File: src/rtl/rcas_pkg.sv
// Shared types and constants for the nibble-serial add/sub sequencer.
package rcas_pkg;
   localparam int SLICE_W = 4;

   typedef enum logic [1:0] {IDLE, RUN, DONE} state_t;

   // Width of a counter that indexes nib nibbles; never narrower than one bit.
   function automatic int cnt_w(input int nib);
      return (nib <= 2) ? 1 : $clog2(nib);
   endfunction
endpackage

File: src/rtl/rcas_slice4.sv
// Combinational 4-bit ripple-carry add/sub slice; inv complements y for subtract.
module rcas_slice4 (
   input  logic [3:0] x,
   input  logic [3:0] y,
   input  logic       inv,
   input  logic       cin,
   output logic [3:0] s,
   output logic       cout
);
   logic [3:0] yi;
   logic [4:0] c;

   assign yi = y ^ {4{inv}};

   always_comb begin
      c[0] = cin;
      s    = '0;
      for (int i = 0; i < 4; i++) begin
         s[i]   = x[i] ^ yi[i] ^ c[i];
         c[i+1] = (x[i] & yi[i]) | (x[i] & c[i]) | (yi[i] & c[i]);
      end
   end

   assign cout = c[4];
endmodule

File: src/rtl/rcas_seq_ctrl.sv
// WIDTH-bit add/sub sequenced LSB-nibble first through one shared 4-bit slice.
// Optional signed-overflow output ovf when RCAS_OVF_EN is defined.
module rcas_seq_ctrl
   import rcas_pkg::*;
#(
   parameter int WIDTH = 16
) (
   input  logic             clk,
   input  logic             rst_n,
   input  logic             req_valid,
   output logic             req_ready,
   input  logic [WIDTH-1:0] a,
   input  logic [WIDTH-1:0] b,
   input  logic             sel,
   output logic             resp_valid,
   input  logic             resp_ready,
   output logic [WIDTH-1:0] result,
   output logic             c_out
`ifdef RCAS_OVF_EN
   ,
   output logic             ovf
`endif
);
   localparam int NIB = WIDTH / SLICE_W;
   localparam int CW  = cnt_w(NIB);
   localparam logic [CW-1:0] LAST = CW'(NIB - 1);

   state_t            state_q, state_d;
   logic [WIDTH-1:0]  a_q, a_d, b_q, b_d, res_q, res_d;
   logic              sel_q, sel_d, carry_q, carry_d;
   logic [CW-1:0]     cnt_q, cnt_d;
   logic [SLICE_W-1:0] sl_s;
   logic              sl_cout;

   rcas_slice4 u_slice (
      .x    (a_q[cnt_q*SLICE_W +: SLICE_W]),
      .y    (b_q[cnt_q*SLICE_W +: SLICE_W]),
      .inv  (sel_q),
      .cin  (carry_q),
      .s    (sl_s),
      .cout (sl_cout)
   );

   always_ff @(posedge clk or negedge rst_n) begin
      if (!rst_n) begin
         state_q <= IDLE;
         a_q     <= '0;
         b_q     <= '0;
         res_q   <= '0;
         sel_q   <= 1'b0;
         carry_q <= 1'b0;
         cnt_q   <= '0;
      end else begin
         state_q <= state_d;
         a_q     <= a_d;
         b_q     <= b_d;
         res_q   <= res_d;
         sel_q   <= sel_d;
         carry_q <= carry_d;
         cnt_q   <= cnt_d;
      end
   end

   always_comb begin
      state_d    = state_q;
      a_d        = a_q;
      b_d        = b_q;
      res_d      = res_q;
      sel_d      = sel_q;
      carry_d    = carry_q;
      cnt_d      = cnt_q;
      req_ready  = 1'b0;
      resp_valid = 1'b0;
      case (state_q)
         IDLE: begin
            req_ready = 1'b1;
            if (req_valid) begin
               a_d     = a;
               b_d     = b;
               sel_d   = sel;
               carry_d = sel;  // +1 of the two's-complement negate enters at nibble 0
               cnt_d   = '0;
               res_d   = '0;
               state_d = RUN;
            end
         end
         RUN: begin
            res_d[cnt_q*SLICE_W +: SLICE_W] = sl_s;
            carry_d = sl_cout;
            cnt_d   = cnt_q + 1'b1;
            if (cnt_q == LAST) state_d = DONE;
         end
         DONE: begin
            resp_valid = 1'b1;
            if (resp_ready) state_d = IDLE;
         end
         default: state_d = IDLE;
      endcase
   end

   assign result = res_q;
   assign c_out  = carry_q;

`ifdef RCAS_OVF_EN
   logic [WIDTH-1:0] beff;
   assign beff = b_q ^ {WIDTH{sel_q}};
   assign ovf  = (a_q[WIDTH-1] == beff[WIDTH-1]) & (res_q[WIDTH-1] != a_q[WIDTH-1]);
`endif
endmodule

File: config.mk
export PLATFORM = sky130hd
export DESIGN_NAME = rcas_seq_ctrl
export DESIGN_NICKNAME = d
export VERILOG_FILES = /design/src/rtl/rcas_pkg.sv /design/src/rtl/rcas_slice4.sv /design/src/rtl/rcas_seq_ctrl.sv
export SDC_FILE = /design/constraint.sdc
export NUM_CORES = 1
export LEC_CHECK = 0
export ABC_AREA = 1
export ABC_CLOCK_PERIOD_IN_PS = 3000
export BUFFER_PORTS_ARGS = -buffer_cell sky130_fd_sc_hd__buf_4
export CORE_ASPECT_RATIO = 1.4
export CORE_MARGIN = 10
export CORE_UTILIZATION = 45
export DETAILED_ROUTE_END_ITERATION = 16
export HOLD_SLACK_MARGIN = 0.03
export PLACE_DENSITY = 0.7
export SYNTH_ARGS = -nofsm -noshare
export SYNTH_HDL_FRONTEND = slang
export SYNTH_SLANG_ARGS = --single-unit
File: constraint.sdc
create_clock -name clk -period 3 [get_ports clk]
set_input_delay 0.6 -clock clk [delete_from_list [all_inputs] [get_ports clk]]
set_output_delay 0.6 -clock clk [all_outputs]
set_load 0.01 [all_outputs]
==> results.txt, run 1 <==
The wire length after detailed routing is around 6300 µm. Yosys mapped a number of flops with a built-in enable equal to 0. The register bit total from synthesis is 54. Dividing the detail-routed via count by the number of cells gives 5.00. The core outline area came out at around 5800 µm². The number of antenna violations at the first check in global routing came out at 0. The count of antenna diodes in the layout came out at 0. The die extent in y came out at 111 µm. In this run the critical register-to-register path is launched from cnt_q[0]$_DFFE_PN0P_.

The final hold violation count came out at 0. The total number of H-tree levels came out at 2. The count of unique library cells instantiated by Yosys is 24. The congestion estimate from routability-driven global placement came to about 0.86.

By startpoint and endpoint, the worst setup path is classified as register to register. Setup total negative slack on the finished layout was measured at 0 ps. OpenSTA, run right after detailed placement, puts the worst setup slack at 169 ps. In the synthesized netlist the dominant register cell turns out to be sky130_fd_sc_hd__dfrtp_1. The clock transition at the register clock pins on the worst setup and hold paths after CTS is around 90 ps. Summing all multi-input logic gate instances after layout gives 1220 µm². The horizontal extent of the die is 85.1 µm. The die covers 9450 µm². Summed over all instances, the cell type with the most area after synthesis is sky130_fd_sc_hd__dfrtp_1. Data on the critical path arrives at its endpoint at a little over 3000 ps. The fmax is 352 MHz. The logic depth of the worst register-to-register path is 15. The gate count after technology mapping came out at 323. The largest stage delay on the critical path is 520 ps. The period utilization is between 90% and 100%. The combined global-route utilization of all metal layers came out at 13.5%. The number of fill cells came out at between 500 and 600. The violation count after the first detailed-routing iteration came out at 106. By instance count, the leading cell after synthesis is sky130_fd_sc_hd__nand2_1. The number of warnings printed during yosys synthesis came out at 0. The final worst setup slack came out at approximately 160 ps. The routed design could run at a clock period as short as 2840 ps. The data required time of the worst path came out at roughly 3200 ps.

The post-detailed-route DRC marker count is 0. The total buffers and inverters traversed by the critical path is 4. The number of iterations in the first detailed-routing pass is 4. Once the floorplan was initialized, standard cells occupied 45.8% of the core. The detailed placer's ending HPWL came out at 4680 µm. The fraction of registers with async set/reset is between 90% and 100%. The worst clock skew on the final layout is 4.80 ps. At the end of the flow, the number of nets in the layout was around 430. The number of vias in the routed layout came out at approximately 2.3k. After synthesis, the most frequently instantiated cells are 164 x sky130_fd_sc_hd__nand2_1, 54 x sky130_fd_sc_hd__dfrtp_1, 38 x sky130_fd_sc_hd__nand3_1. Among cell families on the critical path, the largest total delay comes from adder cells. The ratio of cells with drive above 1 in the final layout came out at about a quarter. Clock tree synthesis selected as its root buffer the cell sky130_fd_sc_hd__clkbuf_8. The overall power of the completed layout is 3.85 mW. Hold repair after CTS inserted 0 buffers. The number of nets handed over by synthesis was 369.

The standard-cell row count came out at 33. The largest fanout of any net on the critical path is 5. Dividing the detail-routed wire length by the instance count gives roughly 14 µm.

The area growth from synthesis to final layout came out at 23.1%. The worst reg2reg path endpoint is result[11]$_DFFE_PN0P_. The worst-case headroom to the max-slew limit is 54.9%.

Summing all flip-flop and latch instances after layout gives 1350 µm². After global routing the overflow that remains totals 0. The number of setup violations in the final report came out at 0. The remaining antenna violation count after routing is 0. The run finished with clean final reports. The number of I/O pins is 56. The post-synthesis instance area is 2670 µm². The signal on the critical path passes through buf_6, nand2_2, nand3_2, nand3_2, nand2_2, fa_2, fa_2, inv_2, fa_2, inv_1, fa_1, nor2_2, buf_4, nand2_2, nand2_1. The cell leakage power came out at 1.76 nW. The share of the yosys chip area belonging to registers is 50.7%. The pin count of the biggest net entering global routing is 55. The number of buffers added by the clock tree synthesis step came out at 5. TritonCTS built the clock tree. The buffer levels on the longest clock path is 2.

The total count of max-transition violations in the final report came out at 0. The number of violations of the max-capacitance limit came out at 0. The count of port buffers added during placement came out at 55. The global-route wire length before repair is 10800 µm.

The power density relative to cell area is about 1200 nW/µm². The largest vdd supply drop is slightly below 0.5 mV. The worst reg-to-reg setup slack came out at 160 ps. The average footprint of a synthesized cell is roughly 8.3 µm². The hold slack is 323 ps. The capturing element type of the critical path is a register. The transition at the pin with the smallest max-transition slack came out at 676 ps. The number of global-route vias before repair is 2321. The slowest library cell on the worst path is sky130_fd_sc_hd__fa_1. The kind of start point of the critical path is a register. The top-area cell type share of the netlist area is 50.7%. The tightest min-delay check is of the input pin to asynchronous set/reset pin type. By area the synthesized netlist is led by sky130_fd_sc_hd__dfrtp_1 51%, sky130_fd_sc_hd__nand2_1 23%, sky130_fd_sc_hd__nand3_1 7.1%, sky130_fd_sc_hd__fa_1 3.0%, sky130_fd_sc_hd__o21ai_0 2.4%.

The later pin in the worst-skew pair is clocked with a latency of roughly 300 ps. The number of clock sinks seen by CTS is 54.
## flip-flops by register name, summed over array words and instances, names as in the netlist
| register | flops |
|---|---|
| b_q | 16 |
| cnt_q | 2 |
| sel_q | 1 |
| a_q | 16 |
| c_out | 1 |
| state_q | 2 |
| result | 16 |
## per-stage QoR
stage          instances  cell area, µm²  util, %
4_1_cts              448            3200     55.0
5_1_grt              452            3280     56.4
3_3_place_gp         442            3120     53.6
6_report             452            3280     56.4
2_1_floorplan        323            2670        -
3_5_place_dp         442            3120     53.6
## final cells by class
type                            count  share of cell area, %
Tap cell                           70                   2.67
Clock buffer                        6                   2.52
Multi-Input combinational cell    246                   37.0
Timing Repair Buffer               65                   15.1
Inverter                           11                   1.49
Sequential cell                    54                   41.2
## cell families (layout without fill, tap and decap cells)
| family | after synthesis | after routing | share of synthesized area, % |
|---|---|---|---|
| AO/OA/AOI/OAI | 16 | 16 | 3.24 |
| buffers and inverters | 23 | 82 | 5.16 |
| AND/OR/NAND/NOR | 221 | 221 | 35.6 |
| flip-flops | 54 | 54 | 50.7 |
| adder cells (fa/ha/maj) | 9 | 9 | 5.35 |
## layer usage
| layer | wire length, µm | part of all wire, % | track usage [%] | up-vias |
|---|---|---|---|---|
| met5 | 0 | 0 | 0 | - |
| met4 | 111 | 1.8 | 5.18 | 0 |
| met3 | 266 | 4.2 | 3.31 | 8 |
| met2 | 3280 | 52 | 22.6 | 52 |
| met1 | 2630 | 42 | 16.1 | 1064 |
| li1 | - | - | - | 1137 |
## placed cells by master, fill, tap and decap left out, drive strengths merged
cell type	count
buf	65
clkbuf	6
clkinv	1
dfrtp	54
fa	4
ha	5
inv	10
nand2	166
nand3	38
nand3b	4
nor2	12
o21ai	13
o21bai	1
o22ai	1
o31ai	1
or2	1
## how the worst max path moves through the flow
stage                          from                     end  cells past startpoint
2_1_floorplan  cnt_q[1]$_DFFE_PN0P_   result[7]$_DFFE_PN0P_                     15
3_3_place_gp   cnt_q[0]$_DFFE_PN0P_  result[15]$_DFFE_PN0P_                     15
3_5_place_dp   cnt_q[0]$_DFFE_PN0P_  result[15]$_DFFE_PN0P_                     15
4_1_cts        cnt_q[0]$_DFFE_PN0P_  result[15]$_DFFE_PN0P_                     15
5_1_grt        cnt_q[0]$_DFFE_PN0P_  result[11]$_DFFE_PN0P_                     16
6_report       cnt_q[0]$_DFFE_PN0P_  result[11]$_DFFE_PN0P_                     15
## worst register-to-register path: cells and delay by family, from the launching register on
kind	cells	cell delay [ps]
fa+ha+maj	4	1440
simple gates	7	420
buf+inv	4	400
flops	1	470
## timing repair
item / in CTS / in global routing
buffers inserted: 0 / 4
setup endpoints to repair: 0 / 4
gates resized for setup: 0 / 22
hold endpoints to repair: 0 / 0
## power by group
group / internal, mW / switching [mW] / leakage (nW) / total [mW]
sequential: 1.06 / 0.238 / 0.690 / 1.29
clock: 0.179 / 0.227 / 0.0431 / 0.406
combinational: 0.903 / 1.24 / 1.03 / 2.15
total: 2.14 / 1.71 / 1.76 / 3.85
Note: power is estimated with default switching activity, not from simulation.
==> run 2, diff against run 1 <==
- CTS_BUF_LIST: not set -> sky130_fd_sc_hd__clkbuf_4
- GPL_TIMING_DRIVEN: not set -> 0
==> run 2 against run 1 <==
Net effect:
- register-to-register slack worse by 40 ps
- flip-flop and latch count unchanged
- cell count up 4.2%
- hold slack worse by 84 ps
- largest power group unchanged
- fmax down 1.4%
- power increased by 2.4%
- clock-buffer cell count stayed put
- global-route usage down 0.23 points
- non-clock buffer count up 15
- sequential share of layout area is 1.1 points lower
- via count rose by 4.2%
==> results.txt, run 2 (synthesis gave the netlist of run 1 again) <==
Result of the run: finished clean (unchanged). The capturing element type of the critical path is a register (unchanged). The ratio of cells with drive above 1 in the final layout is 26.0% (was 24.9%). The power density relative to cell area is 1170 nW/µm² (about the same). The largest stage delay on the critical path was 550 ps (was 520 ps). The area growth from synthesis to final layout came out at 26.4% (was 23.1%).

The share of total power in sequential cells is 32.3% (was 33.6%). The final hold violation count is 0 (unchanged). The post-detailed-route DRC marker count came out at 0 (unchanged).

The category of cells accounting for the largest share of critical-path delay is adder cells (unchanged). The transition at the pin with the smallest max-transition slack is 694 ps (was 676 ps). The largest vdd supply drop is 0.523 mV (was 0.482 mV). The number of setup violations in the final report came out at 0 (unchanged).

The latest clock arrival within the worst-skew pair was 380 ps (was 300 ps). The number of antenna violations at the first check in global routing came out at 1 (was 0). The worst-case headroom to the max-slew limit came out at 53.7% (was 54.9%). The data required time of the worst path is 3290 ps (was 3200 ps). The final weighted congestion in routability-driven placement is 0.794 (was 0.855). The violation count after the first detailed-routing iteration came out at 141 (was 106). The clock transition at the register clock pins on the worst setup and hold paths after CTS came out at 150 ps (was 90 ps).

The number of global-route vias before repair is 2341 (was 2321). The combined global-route utilization of all metal layers came out at 13.3% (was 13.5%). The number of iterations in the first detailed-routing pass is 4 (unchanged). The proportion of power drawn by combinational gates was 59.7% (was 55.8%).

The area enclosed by the die boundary is 9450 µm² (unchanged). The initial cell density of the core came out at 45.8% (unchanged). The final core utilization is 57.9% (was 56.4%). The number of fill cells is 543 (was 546).

The slowest library cell on the worst path is sky130_fd_sc_hd__fa_1 (unchanged). The data arrival time at the worst-slack endpoint is 3170 ps (was 3040 ps). The root buffer selected by CTS is sky130_fd_sc_hd__clkbuf_4 (was sky130_fd_sc_hd__clkbuf_8). The fmax came out at 347 MHz (was 352 MHz).

The worst clock skew on the final layout is 16.1 ps (was 4.80 ps). The number of buffers added by the clock tree synthesis step came out at 5 (unchanged). The routed length per instance was 14.1 µm (was 13.9 µm). The number of clock sinks seen by CTS is 54 (unchanged). The total number of nets in the final design came out at 445 (was 429).

The number of vias in the routed layout is 2357 (was 2261). The horizontal extent of the die came out at 85.1 µm (unchanged). The die extent in y came to 111 µm (unchanged). The aggregate global routing overflow came to 0 (unchanged). The share of total power consumed by net switching is 44.1% (was 44.4%). The total buffers and inverters traversed by the critical path is 4 (unchanged). The buffer levels on the longest clock path came to 2 (unchanged). The final design area excluding fillers came out at 3370 µm² (was 3280 µm²).

The hold slack is 239 ps (was 323 ps). The most numerous cell type found on the critical path is sky130_fd_sc_hd__nand2_1. The average vias per placed instance came to 5.00 (about the same). The final critical delay including setup and external delays is 2880 ps (was 2840 ps). The remaining antenna violation count after routing was 0 (unchanged). The internal power is 2.20 mW (was 2.14 mW). The kind of start point of the critical path is a register (unchanged).

The standard cell area after detailed placement was 3170 µm² (was 3120 µm²). The standard-cell row count is 33 (unchanged). The number of violations of the max-capacitance limit is 0 (unchanged).

The largest fanout of any net on the critical path came out at 7 (was 5). The count of port buffers added during placement is 55 (unchanged). The cell leakage power came to 1.83 nW (was 1.76 nW). The pin count of the biggest net entering global routing is 55 (unchanged). The global-route wire length before repair is 10500 µm (was 10800 µm). The share of total power in the clock network was 8.1% (was 10.5%). The clock tree from TritonCTS is done (unchanged). The total number of H-tree levels is 2 (unchanged). Most used cells in the layout excluding fill and tap cells: 163 x sky130_fd_sc_hd__nand2_1, 71 x sky130_fd_sc_hd__buf_4, 53 x sky130_fd_sc_hd__dfrtp_1 (was 159 x sky130_fd_sc_hd__nand2_1, 63 x sky130_fd_sc_hd__buf_4, 53 x sky130_fd_sc_hd__dfrtp_1).

The setup TNS after final layout came to 0 ps (unchanged). The cts-stage hold buffer count is 0 (unchanged). The total count of max-transition violations in the final report is 0 (unchanged). The period utilization is 96.0% (was 94.7%). The detailed placer's ending HPWL is 4810 µm (was 4680 µm). The net switching power of the design was 1.74 mW (was 1.71 mW). The core outline area is 5820 µm² (unchanged).

The overall power of the completed layout is 3.94 mW (was 3.85 mW). The worst min-delay path category is input pin to asynchronous set/reset pin (unchanged). The wire length after detailed routing is 6650 µm (was 6290 µm).

The most common library cell in the layout ignoring fill and taps is sky130_fd_sc_hd__nand2_1 (unchanged). The number of I/O pins is 56 (unchanged). Ordered cell list for the critical path: buf_6, nand2_1, nand3_2, nand3_1, nand2_1, fa_2, fa_2, inv_1, fa_1, inv_1, fa_1, nor2_2, buf_4, nand2_1, nand2_1 (was buf_6, nand2_2, nand3_2, nand3_2, nand2_2, fa_2, fa_2, inv_2, fa_2, inv_1, fa_1, nor2_2, buf_4, nand2_2, nand2_1). The category of the most critical setup path is register to register (unchanged).
## run 2: path summary, 6_finish.rpt
path                                           start  slack [ps]                     end  cells after the start
worst max register to register  cnt_q[0]$_DFFE_PN0P_         120  result[11]$_DFFE_PN0P_                     15
worst min register to register    a_q[1]$_DFFE_PN0P_         500      a_q[1]$_DFFE_PN0P_                      2
worst max-delay path            cnt_q[0]$_DFFE_PN0P_         120  result[11]$_DFFE_PN0P_                     15
min in group clk                          resp_ready         380  state_q[1]$_DFFE_PN0P_                      2
max in group asynchronous                      rst_n        2280    cnt_q[0]$_DFFE_PN0P_                      1
worst min-delay path                           rst_n         240   result[5]$_DFFE_PN0P_                      1
## run 2: layer usage
layer | vias to the layer above | share of wire [%] | track usage, %
met5 | - | 0 | 0
li1 | 1172 | - | -
met3 | 11 | 5.5 | 3.68
met4 | 0 | 2.5 | 6.28
met1 | 1115 | 40 | 14.4
met2 | 59 | 52 | 22.9
## run 2: area by class of cell
cell class | count | area (µm²) | area share, %
Tap cell | 70 | 87.6 | 2.60
Clock inverter | 2 | 8.76 | 0.260
Buffer | 12 | 111 | 3.30
Timing Repair inverter | 1 | 5.00 | 0.148
Clock buffer | 6 | 45.0 | 1.34
Antenna cell | 1 | 2.50 | 0.0742
Inverter | 11 | 53.8 | 1.60
Timing Repair Buffer | 68 | 510 | 15.1
Sequential cell | 54 | 1350 | 40.1
Multi-Input combinational cell | 246 | 1190 | 35.4
## run 2: what timing repair did
action | in CTS | in global routing
gates cloned | 0 | 1
gates resized for setup | 8 | 13
setup endpoints to repair | 7 | 3
pin swaps | 0 | 3
setup buffers | 2 | 11
## run 2: power groups by stage
stage | clock network (mW) | logic (mW) | registers, mW
6_report | 0.318 | 2.35 | 1.27
2_1_floorplan | 0 | 1.38 | 1.28
5_1_grt | 0.357 | 2.62 | 1.31
4_1_cts | 0.333 | 2.09 | 1.27
3_3_place_gp | 0 | 1.96 | 1.28
3_5_place_dp | 0 | 2.02 | 1.29
## run 2: stage by stage
| step | std cells | worst slack, ps |
|---|---|---|
| after detailed placement | 448 | -351 |
| after global routing | 471 | -3.44 |
| final | 471 | 120 |
| after global placement | 448 | -284 |
| after CTS | 458 | 11.5 |
| after floorplan | 323 | 164 |
==> run 3, diff against run 2 <==
- BUFFER_PORTS_ARGS: -buffer_cell sky130_fd_sc_hd__buf_4 -> not set
- DONT_BUFFER_PORTS: not set -> 1
- PLACE_DENSITY: 0.7 -> not set
==> run 3 against run 2 <==
Net effect:
- cell count fell by 12%
- fmax about the same
- highest routed layer unchanged
- utilization shrank 6.3 points
==> results.txt, run 3 (synthesis gave the netlist of run 1 again) <==
The buffer levels on the longest clock path came to 2 (unchanged). The final weighted congestion in routability-driven placement came out at 0.793 (was 0.794). The count of port buffers added during placement is 0 (was 55).

The post-detailed-route DRC marker count is 0 (unchanged). Result of the run: finished clean (unchanged). The combined global-route utilization of all metal layers is 13.1% (was 13.3%). The total count of max-transition violations in the final report is 0 (unchanged).

The count of antenna diodes in the layout is 0 (was 1). The root buffer selected by CTS was sky130_fd_sc_hd__clkbuf_4 (unchanged). The aggregate global routing overflow was 0 (unchanged).

The period utilization is 95.9% (was 96.0%). The clock transition at the register clock pins on the worst setup and hold paths after CTS is 160 ps (was 150 ps). The area enclosed by the die boundary came out at 9450 µm² (unchanged). The clock tree from TritonCTS is done (unchanged). Most used cells in the layout excluding fill and tap cells: 161 x sky130_fd_sc_hd__nand2_1, 53 x sky130_fd_sc_hd__dfrtp_1, 35 x sky130_fd_sc_hd__nand3_1 (was 163 x sky130_fd_sc_hd__nand2_1, 71 x sky130_fd_sc_hd__buf_4, 53 x sky130_fd_sc_hd__dfrtp_1). The standard-cell row count came out at 33 (unchanged).

The pin count of the biggest net entering global routing is 55 (unchanged). The routed length per instance came to 15.4 µm (was 14.1 µm). The final hold violation count is 0 (unchanged).

The number of vias in the routed layout is 2085 (was 2357). The proportion of power drawn by combinational gates is 57.0% (was 59.7%). The number of global-route vias before repair is 2107 (was 2341). The number of iterations in the first detailed-routing pass came out at 4 (unchanged). The largest fanout of any net on the critical path is 11 (was 7). The number of setup violations in the final report came out at 0 (unchanged). The final core utilization was 51.6% (was 57.9%). The share of total power in sequential cells came out at 34.9% (was 32.3%). The power density relative to cell area is 1270 nW/µm² (was 1170 nW/µm²). The die extent in y is 111 µm (unchanged). The data arrival time at the worst-slack endpoint is 3160 ps (was 3170 ps). The internal power came out at 2.07 mW (was 2.20 mW). The net switching power of the design came out at 1.73 mW (was 1.74 mW). The data required time of the worst path is 3280 ps (was 3290 ps). The fmax came out at 347 MHz (about the same). The latest clock arrival within the worst-skew pair came out at 380 ps (about the same).

The standard cell area after detailed placement is 2760 µm² (was 3170 µm²). The ratio of cells with drive above 1 in the final layout is 15.7% (was 26.0%). The worst clock skew on the final layout is 15.4 ps (was 16.1 ps). The average vias per placed instance came to 5.02 (was 5.00).

The area growth from synthesis to final layout came out at 12.6% (was 26.4%). The transition at the pin with the smallest max-transition slack is 309 ps (was 694 ps). The final design area excluding fillers is 3000 µm² (was 3370 µm²). The cell leakage power is 1.56 nW (was 1.83 nW). The worst-case headroom to the max-slew limit came out at 79.3% (was 53.7%). The capturing element type of the critical path was a register (unchanged). The total number of nets in the final design came out at 390 (was 445). The horizontal extent of the die is 85.1 µm (unchanged). The initial cell density of the core is 45.8% (unchanged).

The number of buffers added by the clock tree synthesis step is 5 (unchanged). The share of total power in the clock network came to 8.1% (about the same). The number of clock sinks seen by CTS is 54 (unchanged). The final critical delay including setup and external delays came out at 2880 ps (about the same). The share of total power consumed by net switching is 45.5% (was 44.1%). The number of fill cells came out at 571 (was 543). The detailed placer's ending HPWL came out at 4640 µm (was 4810 µm). The violation count after the first detailed-routing iteration came to 106 (was 141).

The most common library cell in the layout ignoring fill and taps is sky130_fd_sc_hd__nand2_1 (unchanged). The number of violations of the max-capacitance limit is 0 (unchanged). The largest vdd supply drop is 0.474 mV (was 0.523 mV). The category of the most critical setup path is register to register (unchanged).

The global-route wire length before repair came out at 10400 µm (was 10500 µm). The number of I/O pins came out at 56 (unchanged). The worst min-delay path category is input pin to asynchronous set/reset pin (unchanged).

The core outline area is 5820 µm² (unchanged). The wire length after detailed routing was 6380 µm (was 6650 µm). The total number of H-tree levels is 2 (unchanged). The remaining antenna violation count after routing is 0 (unchanged). The number of antenna violations at the first check in global routing is 0 (was 1). The kind of start point of the critical path is a register (unchanged).
==> run 3: power by group through the flow <==
stage                     sequential (mW)  clock (mW)  combinational, mW
final                                1.33       0.307               2.17
after global routing                 1.38       0.342               2.46
after CTS                            1.32       0.318               1.87
after detailed placement             1.35           0               1.77
after global placement               1.34           0               1.74
after floorplan                      1.28           0               1.38
==> run 3: through the flow <==
step / worst slack, ps / hold slack [ps] / instances / power, mW / setup TNS, ps
after floorplan: 164 / 304 / 323 / 2.66 / 0
after global placement: -288 / 307 / 393 / 3.08 / -928
after detailed placement: -354 / 306 / 393 / 3.12 / -1210
after CTS: 11.3 / 62.3 / 404 / 3.51 / 0
after global routing: -16.9 / 61.2 / 415 / 4.18 / -49.3
final: 122 / 35.5 / 415 / 3.80 / 0
==> run 3: routing by layer <==
layer  vias to the layer above  global-route usage [%]  share of wire, %
li1                       1063                       -                 -
met1                       969                    15.4                42
met2                        48                    22.2                51
met3                         5                    4.12               5.8
met4                         0                    3.30               1.1
met5                         -                       0                 0
==> run 3: repair_timing <==
item	CTS	global route
gates cloned	0	2
hold endpoints to repair	54	0
endpoints found under the setup margin	7	5
gates resized for setup	8	20
hold buffers	1	0
setup buffers	2	9
pin swaps	0	4
==> run 3: worst max-delay path: stages (launching register included) <==
cell and delay (ps):
sky130_fd_sc_hd__dfrtp_1 410, sky130_fd_sc_hd__buf_6 150, sky130_fd_sc_hd__clkinv_4 110, sky130_fd_sc_hd__nand3_2 110, sky130_fd_sc_hd__nand2_1 50, sky130_fd_sc_hd__nand2_1 60
sky130_fd_sc_hd__nand2_2 60, sky130_fd_sc_hd__fa_2 380, sky130_fd_sc_hd__fa_2 340, sky130_fd_sc_hd__inv_2 60, sky130_fd_sc_hd__fa_1 160, sky130_fd_sc_hd__inv_2 40
sky130_fd_sc_hd__fa_1 540, sky130_fd_sc_hd__nor2_2 60, sky130_fd_sc_hd__buf_4 140, sky130_fd_sc_hd__nand2_1 50, sky130_fd_sc_hd__nand2_1 40
==> run 3: cell type report <==
| cell class | instances | area, µm² | area share [%] |
|---|---|---|---|
| repair inverters | 1 | 5.00 | 0.167 |
| flip-flops and latches | 54 | 1350 | 45.0 |
| clock buffers | 5 | 37.5 | 1.25 |
| inverters | 11 | 53.8 | 1.79 |
| plain buffers | 12 | 115 | 3.83 |
| clock inverters | 3 | 11.3 | 0.375 |
| well taps | 70 | 87.6 | 2.92 |
| repair buffers | 13 | 128 | 4.25 |
| multi-input cells | 246 | 1210 | 40.4 |
==> run 3: worst paths after layout <==
check                                      from  slack, ps                     end  cells after the start
setup / recovery           cnt_q[1]$_DFFE_PN0P_        120  result[11]$_DFFE_PN0P_                     16
hold / removal                            rst_n         40  state_q[1]$_DFFE_PN0P_                      1
setup reg to reg           cnt_q[1]$_DFFE_PN0P_        120  result[11]$_DFFE_PN0P_                     16
hold reg to reg              a_q[7]$_DFFE_PN0P_        500      a_q[7]$_DFFE_PN0P_                      2
max in group asynchronous                 rst_n       2700      a_q[7]$_DFFE_PN0P_                      1
min in group clk                     resp_ready        290  state_q[1]$_DFFE_PN0P_                      1
